### config.mk
export PLATFORM = sky130hd
export DESIGN_NAME = mem_arbiter
export DESIGN_NICKNAME = d
export VERILOG_FILES = /design/src/rtl/mem_arb_pkg.sv /design/src/rtl/mem_arbiter.sv
export SDC_FILE = /design/constraint.sdc
export NUM_CORES = 1
export LEC_CHECK = 0
export CAP_MARGIN = 40
export CORE_MARGIN = 5
export CORE_UTILIZATION = 37
export CTS_CLUSTER_DIAMETER = 150
export CTS_CLUSTER_SIZE = 24
export DETAILED_ROUTE_END_ITERATION = 12
export GPL_TIMING_DRIVEN = 0
export PLACE_DENSITY = 0.77
export SLEW_MARGIN = 5
export SYNTH_ARGS = -nofsm -noshare
export SYNTH_HDL_FRONTEND = slang
export SYNTH_SLANG_ARGS = --single-unit
### constraint.sdc
create_clock -name iClk -period 1.4 [get_ports iClk]
set_clock_uncertainty 0.05 [all_clocks]
set_input_delay 0.35 -clock iClk [delete_from_list [all_inputs] [get_ports iClk]]
set_output_delay 0.35 -clock iClk [all_outputs]
set_load 0.02 [all_outputs]
### src/rtl/mem_arb_pkg.sv
// Shared types and constants for the fetch/data memory arbiter.
// State encoding, requester IDs and the default bus timeout.
package mem_arb_pkg;

    typedef enum logic [1:0] {
        IDLE,
        BUSY,
        DONE
    } state_t;

    localparam logic REQ_F = 1'b0;
    localparam logic REQ_D = 1'b1;

    localparam int TIMEOUT_DEF = 16;

endpackage

### src/rtl/mem_arbiter.sv
// Round-robin arbiter sharing one memory port between fetch and data.
// Latches the winner, holds it on the bus until ack or timeout, pulses Rdy.
module mem_arbiter
    import mem_arb_pkg::*;
#(
    parameter int TIMEOUT = TIMEOUT_DEF
) (
    input  logic        iClk,
    input  logic        iRst,
    input  logic        iF_Req,
    input  logic [31:0] iF_Addr,
    output logic        oF_Rdy,
    output logic [31:0] oF_RData,
    input  logic        iD_Req,
    input  logic        iD_Write,
    input  logic [31:0] iD_Addr,
    input  logic [31:0] iD_WData,
    output logic        oD_Rdy,
    output logic [31:0] oD_RData,
    output logic        oErr,
    output logic        oMem_Req,
    output logic        oMem_Write,
    output logic [31:0] oMem_Addr,
    output logic [31:0] oMem_WData,
    input  logic        iMem_Ack,
    input  logic [31:0] iMem_RData
);

    localparam int CW = (TIMEOUT > 2) ? $clog2(TIMEOUT) : 1;
    localparam logic [CW-1:0] CNT_LAST = CW'(TIMEOUT - 1);

    state_t        state_q;
    state_t        state_d;
    logic          owner_q;
    logic          last_q;
    logic          err_q;
    logic          write_q;
    logic [CW-1:0] cnt_q;
    logic [31:0]   addr_q;
    logic [31:0]   wdata_q;
    logic [31:0]   f_rdata_q;
    logic [31:0]   d_rdata_q;

    logic any_req;
    logic pick_d;

    // D wins alone, or on a tie when F was granted last
    assign any_req = iF_Req | iD_Req;
    assign pick_d  = iD_Req & (~iF_Req | (last_q == REQ_F));

    always_ff @(posedge iClk) begin
        if (iRst) begin
            state_q <= IDLE;
        end else begin
            state_q <= state_d;
        end
    end

    always_comb begin
        state_d = state_q;
        unique case (state_q)
            IDLE: begin
                if (any_req) begin
                    state_d = BUSY;
                end
            end
            BUSY: begin
                if (iMem_Ack || (cnt_q == CNT_LAST)) begin
                    state_d = DONE;
                end
            end
            DONE:    state_d = IDLE;
            default: state_d = IDLE;
        endcase
    end

    always_ff @(posedge iClk) begin
        if (iRst) begin
            owner_q   <= REQ_F;
            last_q    <= REQ_D;
            err_q     <= 1'b0;
            write_q   <= 1'b0;
            cnt_q     <= '0;
            addr_q    <= '0;
            wdata_q   <= '0;
            f_rdata_q <= '0;
            d_rdata_q <= '0;
        end else begin
            unique case (state_q)
                IDLE: begin
                    if (any_req) begin
                        owner_q <= pick_d;
                        last_q  <= pick_d;
                        addr_q  <= pick_d ? iD_Addr : iF_Addr;
                        write_q <= pick_d & iD_Write;
                        wdata_q <= pick_d ? iD_WData : '0;
                        cnt_q   <= '0;
                        err_q   <= 1'b0;
                    end
                end
                BUSY: begin
                    if (iMem_Ack) begin
                        err_q <= 1'b0;
                        if (!write_q) begin
                            if (owner_q == REQ_D) begin
                                d_rdata_q <= iMem_RData;
                            end else begin
                                f_rdata_q <= iMem_RData;
                            end
                        end
                    end else if (cnt_q == CNT_LAST) begin
                        err_q <= 1'b1;
                    end else begin
                        cnt_q <= cnt_q + 1'b1;
                    end
                end
                default: begin
                end
            endcase
        end
    end

    always_comb begin
        oMem_Req   = (state_q == BUSY);
        oMem_Write = (state_q == BUSY) & write_q;
        oF_Rdy     = (state_q == DONE) & (owner_q == REQ_F);
        oD_Rdy     = (state_q == DONE) & (owner_q == REQ_D);
        oErr       = (state_q == DONE) & err_q;
    end

    assign oMem_Addr  = addr_q;
    assign oMem_WData = wdata_q;
    assign oF_RData   = f_rdata_q;
    assign oD_RData   = d_rdata_q;

endmodule

==> metrics, run 1 <==
worst IR drop on VDD 0.902 mV; largest net degree at the start of global routing 17; wire per inst 19.9 um; number of flops mapped to enable cells by yosys 0; sequential power share 35.5%; Initial Util 38.1%; Int Power 8.78 mW; worst path required time 1000 ps; post-synth top area cell dfxtp_1; Final #Nets 1,104; cells after synthesis 647; Clock Tree Buf Depth 2; CP Class reg -> out; Reg clk slew, reported paths 60 ps; Power per Cell Area 1230 nW/um2; fillers 1,152; sequential-to-total area share from yosys stat 49.5%; post-synthesis cell type count 34; max incr delay on CP 360 ps; CTS tree yes; fin crit share 127%; wire length on met3 2200 um; share of the synthesized area in the top cell type 49.5%; Area Overhead vs Synth 78.0%; die span in x 133 um; Routability Congestion 0.870; Yosys warnings 0; post-route ant nets 0; core area 14,600 um2; initial antenna violation count 0; Yosys reg bits 138; Comb power frac 23.8%; chip height 133 um; syn_nets 782; clock sink total 138; WP buf/inv 3; Antenna Cells 0; max_slew headroom 51.5%; first-pass GRT wire length 32,400 um; worst-path cell chain clkbuf_8 > clkbuf_16 > nor3b_4 > buf_6; highest metal used met4; Clock Tree Root clkbuf_16; 1st-iter DRT viols 434; final hold vios 0; DP Wirelength 15,300 um; CTS Buf Count 17; Synth top cells by count 138 x dfxtp_1, 134 x a21oi_1, 100 x nand3_1; part of the power in the clock network 40.8%; Top Family by Delay on Critical Path buffers and inverters; Max Clk Rate 561 MHz; number of global-route vias before repair 6,083; row count 44; r2r setup slk -230 ps; DRC viols 0; Switching Share 28.0%; leakage power 3.88 nW; GRT Total Usage 22.9%; post-route worst setup slack -382 ps; Max FO, Critical Path 3; WL final 23,200 um; Syn Std Cell Area 5580 um2; worst skew pair latency 420 ps; 1st-pass router iterations 5; port bufs 265; status complete, but fails checks; maxcap violations 0; Design Power 12.2 mW; share of layout cells above drive strength 1 38.9%; critical path's slowest cell dfxtp_4; failing checks setup timing; arrival time at the worst endpoint 1380 ps; final setup vio count 118; Routed met1 length 8470 um; top-count cell post-synth dfxtp_1; DR WL met2 11,800 um; share of flip-flops with an asynchronous set or reset 0%; vias per cell 5.65; worst slack, placed -808 ps; Startpoint Class flop; Fin Hold WS 347 ps; worst slew pin tran 728 ps; I/O pins 267; average cell area after synthesis 8.62 um2; CTS H-tree lvls 4; dominant synthesized flop cell dfxtp_1; total global routing overflow 0; CP Capture Type primary output; Final Max Tran Viols 0; die area 17,600 um2; Post-CTS Hold Buffers 0; vias 6,590; switching pwr 3.42 mW; Final Critical Period 1780 ps; RSZ-0062 raised after global routing yes; ranking of synthesized cells by area dfxtp_1 50%, a21oi_1 12%, nand3_1 9.0%, o21ai_0 7.7%, mux2i_1 5.7%; Min-Delay Path Class in -> reg
layout make-up:
cell class / count / area, um2 / share of cell area, %
plain buffers: 71 / 594 / 5.99
clock inverters: 12 / 195 / 1.97
repair buffers: 306 / 2510 / 25.3
well taps: 184 / 230 / 2.32
inverters: 2 / 10.0 / 0.101
multi-input cells: 433 / 3150 / 31.8
flip-flops and latches: 138 / 2780 / 28.0
clock buffers: 20 / 457 / 4.60
flip-flops by register name, summed over array words and instances (netlist names):
signal	flops
oD_RData	32
oMem_WData	32
oF_RData	32
oMem_Addr	32
write_q	1
state_q	2
err_q	1
owner_q	1
cnt_q	4
last_q	1
placed cells by master, fill, tap and decap left out, drive strengths merged, types with 2 or more instances in the layout:
master and instances:
clkinv 6, nor2 3, bufinv 5, nand3 100, o221ai 4, a211oi 33, nor3 2, mux2i 32
clkdlybuf4s50 129, dlygate4sd2 3, nand2 3, inv 2, buf 206, o21ai 99, nor2b 2, or3 2
dfxtp 138, or2 2, nor3b 5, a21oi 134, clkbuf 59
cell families after synthesis:
group	synth area share (%)
adders and majority gates	0.224
DFF	49.5
muxes	5.74
and+or+nand+nor	12.0
buffers and inverters	5.83
AOI/OAI and AO/OA	26.6
worst paths after layout:
check	endpoint	cells past startpoint	start
worst min-delay path	oMem_Addr[7]	2	iRst
worst max register to register	cnt_q[0]	5	state_q[1]
worst max-delay path	oF_Rdy	4	owner_q
worst min register to register	oMem_WData[15]	2	oMem_WData[15]
metrics by stage:
stage / area [um2] / setup TNS [ps] / std cells / util [%]
detailed placement: 8490 / -95790 / 1096 / 58.0
CTS: 9120 / -8910 / 1146 / 62.3
global route: 9930 / -12790 / 1166 / 67.8
global placement: 8490 / -91860 / 1096 / 58.0
finish: 9930 / -6240 / 1166 / 67.8
floorplan: 5610 / -55.8 / 647 / -
power by group through the flow:
stage	combinational (mW)	sequential, mW	clock (mW)
after detailed placement	2.28	4.39	0
after global routing	3.06	4.35	5.21
after CTS	2.38	4.30	5.02
final	2.90	4.32	4.98
after floorplan	0.862	4.64	0
after global placement	2.27	4.38	0
repair_timing:
item | 4_1_cts | 5_1_grt
endpoints found under the setup margin | 269 | 138
gates cloned | 8 | 10
setup buffers | 12 | 16
pin swaps | 20 | 65
resized for setup | 670 | 197
layer usage:
metal	track usage (%)	vias to the layer above
li1	-	3044
met1	25.7	3140
met2	40.2	347
met3	7.52	59
met4	8.95	0
met5	0	-
(Power assumes the default switching activity.)
==> run 2: changes to the inputs <==
--- a/config.mk
+++ b/config.mk
@@ -5,14 +5,15 @@
 export SDC_FILE = /design/constraint.sdc
 export NUM_CORES = 1
 export LEC_CHECK = 0
+export ABC_AREA = 1
 export CAP_MARGIN = 40
 export CORE_MARGIN = 5
-export CORE_UTILIZATION = 37
+export CORE_UTILIZATION = 36
 export CTS_CLUSTER_DIAMETER = 150
 export CTS_CLUSTER_SIZE = 24
 export DETAILED_ROUTE_END_ITERATION = 12
 export GPL_TIMING_DRIVEN = 0
-export PLACE_DENSITY = 0.77
+export PLACE_DENSITY = 0.76
 export SLEW_MARGIN = 5
 export SYNTH_ARGS = -nofsm -noshare
 export SYNTH_HDL_FRONTEND = slang
==> metrics, run 2 <==
status complete, but fails checks; failing checks setup timing; worst path required time 1000 ps; worst slack, placed -771 ps; Yosys warnings 0; chip height 132 um; worst skew pair latency 420 ps; Min-Delay Path Class in -> reg; Clock Tree Buf Depth 2; vias per cell 4.77; Non-Filler Instances 1,230; first-pass GRT wire length 28,300 um; GRT Total Usage 20.2%; Max FO, Critical Path 3; share of the synthesized area in the top cell type 51.8%; Final Critical Period 1540 ps; Max Clk Rate 649 MHz; CP Capture Type primary output; worst IR drop on VDD 0.826 mV; sequential-to-total area share from yosys stat 51.8%; Setup TNS -3480 ps; Final #Nets 1,169; Clock Tree Root clkbuf_16; Startpoint Class flop; Yosys reg bits 138; most common cell after layout, fill and taps aside nand2_1; R2R Path End oF_RData[23]; 1st-iter DRT viols 283; Routability Congestion 0.862; vias 5,872; r2r setup slk -130 ps; post-route ant nets 0; DP Wirelength 13,900 um; port bufs 264; CP Class reg -> out; DRC viols 0; post-synth top area cell dfxtp_1; CTS Buf Count 17; Initial Util 36.7%; share of layout cells above drive strength 1 24.9%; number of flops mapped to enable cells by yosys 0; Fin Hold WS 271 ps; Worst Reg-to-Reg Cells 7; Syn Std Cell Area 5340 um2; final setup vio count 39; I/O pins 267; die area 17,400 um2; final hold vios 0; Cell Area, Placed 8210 um2; RSZ-0062 raised after global routing yes; Power per Cell Area 1240 nW/um2; 1st-pass router iterations 4; clock sink total 138; number of global-route vias before repair 5,541; post-route worst setup slack -140 ps; dominant synthesized flop cell dfxtp_1; ranking of synthesized cells by area dfxtp_1 52%, nand2_1 15%, nor2_1 9.8%, a21oi_1 6.6%, o21ai_0 6.0%; Final Max Tran Viols 0; worst slew pin tran 515 ps; initial antenna violation count 0; share of flip-flops with an asynchronous set or reset 0%; critical path's slowest cell dfxtp_4; CTS H-tree lvls 4; Reg clk slew, reported paths 60 ps; Area Overhead vs Synth 60.2%; max incr delay on CP 360 ps; Hold EP state_q[1]; Synth top cells by count 210 x nand2_1, 139 x nor2_1, 138 x dfxtp_1; max_slew headroom 65.7%; syn_nets 873; most frequent cells in the layout 207 x nand2_1, 135 x dfxtp_1, 134 x buf_2; total global routing overflow 0; hold depth 2; leakage power 3.82 nW; Hold Crit Start iRst; final non-filler cell area 8550 um2; wire per inst 15.3 um; area occupied by multi-input gates 2430 um2; worst-path cell chain inv_4 > nand2_4 > nor2_4 > buf_6; maxcap violations 0; core area 14,500 um2; R2R Path Start state_q[0]; cells after synthesis 738; average cell area after synthesis 7.23 um2; fillers 1,433; fin crit share 110%; post-synthesis cell type count 21; row count 44; largest net degree at the start of global routing 17; WL final 18,800 um; top-count cell post-synth nand2_1; die span in x 132 um; placed cells 1,186; register area 2770 um2; Antenna Cells 0; arrival time at the worst endpoint 1140 ps; CTS tree yes
==> run 2: changes by cell type after synthesis, moves of 4 or more <==
cell,previous run,this run
inv_1,1,12
mux2i_1,32,0
o221ai_1,4,0
o21ai_0,86,64
clkbuf_1,49,25
a21oi_1,134,70
buf_2,23,19
nand3_1,100,39
nand2_1,3,210
nor3b_1,5,0
o21ai_1,13,2
a211oi_1,33,0
nor2_1,3,139
==> run 2: layout make-up <==
cell class	instances	area share (%)
Sequential cell	138	32.5
Buffer	50	3.81
Clock buffer	19	5.30
Inverter	16	0.820
Timing Repair Buffer	277	25.3
Multi-Input combinational cell	534	28.4
Clock inverter	12	1.19
Tap cell	184	2.69
==> run 2: layer usage <==
layer  GRT usage (%)  vias up  wire length (um)
met2            33.9      246              9030
met5               0        -                 0
met3            9.20       36              1930
met1            22.4     2624              7380
met4            7.60        0               468
li1                -     2966                 -
==> run 2: kinds of logic (layout without fill, tap and decap cells) <==
| family | after synthesis | after routing | synth area share [%] |
|---|---|---|---|
| and+or+nand+nor | 396 | 396 | 29.5 |
| DFF | 138 | 138 | 51.8 |
| AOI/OAI and AO/OA | 137 | 137 | 13.1 |
| buffers and inverters | 66 | 374 | 5.39 |
| adders and majority gates | 1 | 1 | 0.234 |
==> run 2: worst max-delay path, delay by kind of cell (launching register included) <==
family / cells / cell delay (ps)
flops: 1 / 360
simple gates: 2 / 170
buf+inv: 2 / 200
==> run 2: worst max-delay path by stage <==
stage               start       endpoint  cells after the start
2_1_floorplan      iD_Req       cnt_q[1]                      7
3_3_place_gp       iF_Req  oMem_Addr[11]                      7
3_5_place_dp       iF_Req  oMem_Addr[11]                      7
4_1_cts        state_q[0]           oErr                      4
5_1_grt        state_q[0]   oF_RData[23]                      7
6_report       state_q[0]         oD_Rdy                      4
==> run 2: metrics by stage <==
step                utilization (%)  total power [mW]
detailed placement             56.5              6.48
global route                   58.8              11.1
finish                         58.8              10.6
global placement               56.5              6.46
floorplan                         -              5.39
CTS                            56.7              10.5
==> run 2: report_power, final <==
group          internal, mW  switching, mW  leakage, nW
clock                  2.51           1.68        0.262
sequential             4.17          0.138         1.13
combinational         0.917           1.17         2.43
==> run 2: repair_timing <==
action | 4_1_cts | 5_1_grt
buffers inserted | 3 | 4
gates cloned | 0 | 6
endpoints found under the setup margin | 260 | 132
hold buffers | 0 | 0
endpoints found under the hold margin | 0 | 0
pin swaps | 5 | 24
gates resized for setup | 582 | 82
==> run 3: changes to the inputs <==
--- a/config.mk
+++ b/config.mk
@@ -8,12 +8,13 @@
 export ABC_AREA = 1
 export CAP_MARGIN = 40
 export CORE_MARGIN = 5
-export CORE_UTILIZATION = 36
+export CORE_UTILIZATION = 56
 export CTS_CLUSTER_DIAMETER = 150
 export CTS_CLUSTER_SIZE = 24
 export DETAILED_ROUTE_END_ITERATION = 12
+export DONT_BUFFER_PORTS = 1
 export GPL_TIMING_DRIVEN = 0
-export PLACE_DENSITY = 0.76
+export PLACE_DENSITY = 0.79
 export SLEW_MARGIN = 5
 export SYNTH_ARGS = -nofsm -noshare
 export SYNTH_HDL_FRONTEND = slang
==> metrics, run 3 (synthesis results as in run 2) <==
Max Clk Rate 438 MHz; arrival time at the worst endpoint 2600 ps; DR WL met2 11,900 um; GRT Total Usage 33.5%; share of layout cells above drive strength 1 39.0%; Final #Nets 994; CP Capture Type flop; worst slew pin tran 928 ps; clock sink total 138; Clock Tree Buf Depth 2; CP Class reg -> reg; Power per Cell Area 1370 nW/um2; Max FO, Critical Path 6; wire per inst 24.9 um; vias 6,349; WL final 24,900 um; leakage power 3.28 nW; Final Max Tran Viols 0; hold depth 4; worst skew pair latency 520 ps; Routability Congestion 0.866; 1st-pass router iterations 8; Util after Layout 89.1%; DP Wirelength 11,800 um; worst path required time 1720 ps; post-route ant nets 0; Clock Tree Root clkbuf_8; worst IR drop on VDD 1.03 mV; largest net degree at the start of global routing 17; final setup vio count 122; status complete, but fails checks; I/O pins 267; Initial Util 57.5%; Worst Reg-to-Reg Cells 6; vias per cell 6.34; final hold vios 0; initial antenna violation count 0; row count 35; CTS H-tree lvls 4; Startpoint Class flop; Area Overhead vs Synth 55.0%; post-route worst setup slack -883 ps; Fin Hold WS 19.8 ps; Design Power 11.4 mW; CTS Buf Count 17; DRC viols 0; highest metal used met4; Reg clk slew, reported paths 70 ps; fin crit share 163%; chip height 108 um; die area 11,600 um2; die span in x 108 um; number of global-route vias before repair 5,877; Final Critical Period 2280 ps; max_slew headroom 38.2%; failing checks setup timing; most common cell after layout, fill and taps aside nand2_1; Routed met1 length 7970 um; port bufs 0; maxcap violations 0; most frequent cells in the layout 185 x nand2_1, 75 x nor2_1, 69 x dfxtp_2; 1st-iter DRT viols 754; total global routing overflow 0; core area 9280 um2; CTS tree yes; Setup TNS -25,790 ps; wire length on met3 3320 um; RSZ-0062 raised after global routing yes; first-pass GRT wire length 30,300 um; Min-Delay Path Class in -> reg
==> run 3: changes by cell type in the layout (fill, tap and decap cells not counted), moves of 18 or more <==
cell,delta
dfxtp_1,-68
clkdlybuf4s50_1,-130
dlygate4sd3_1,+65
o21ai_2,+23
nor2_1,-39
buf_2,-129
o21ai_0,-39
a21oi_1,-26
a21oi_2,+26
nand2_1,-22
nor2_4,+21
dfxtp_2,+69
nor2_2,+18
==> run 3: path summary, 6_finish.rpt <==
check / startpoint / end / slack (ps)
max: state_q[0] / oD_RData[9] / -880
min: iF_Addr[19] / oMem_Addr[19] / 20
max reg2reg: state_q[0] / oD_RData[9] / -880
min reg2reg: last_q / last_q / 440
==> run 3: per-layer routing <==
layer	up-vias	GRT usage [%]
met3	184	12.5
met4	0	17.9
met5	-	0
met2	597	59.9
met1	2943	33.6
li1	2625	-
==> run 3: worst max-delay path: stages, from the launching register on <==
cell      delay [ps]
dfxtp_2          360
inv_4             60
nor2_4           340
nand4_4          280
clkbuf_8         240
o21ai_0          620
nor2_1           180
==> run 3: through the flow <==
stage	instances	cell area, um2	setup WS (ps)
after detailed placement	867	5500	-400
after floorplan	738	5340	88.4
after global routing	1000	8270	-932
final	1001	8270	-883
after CTS	981	7360	-248
after global placement	867	5500	-327
==> run 3: timing repair <==
item                                    CTS  global route
endpoints found under the setup margin  113           177
pin swaps                                41            53
resized for setup                       192           266
hold buffers                             65             0
buffers inserted                          8            17
endpoints found under the hold margin    96             0
cloned                                   10             4
==> run 3: area by class of cell <==
| cell class | instances | area (um2) |
|---|---|---|
| Multi-Input combinational cell | 534 | 3000 |
| Sequential cell | 138 | 2860 |
| Timing Repair Buffer | 104 | 1150 |
| Fill cell | 385 | 1010 |
| Clock buffer | 18 | 418 |
| Buffer | 48 | 397 |
| Clock inverter | 13 | 191 |
| Tap cell | 129 | 161 |
| Inverter | 16 | 91.3 |
| Antenna cell | 1 | 2.50 |
==> run 3: where the power goes <==
group          total (mW)  leakage (nW)  switching (mW)  internal (mW)
sequential           4.71          1.16           0.516           4.19
clock                4.75         0.289            1.84           2.91
combinational        1.90          1.83            1.10          0.804
total                11.4          3.28            3.46           7.90
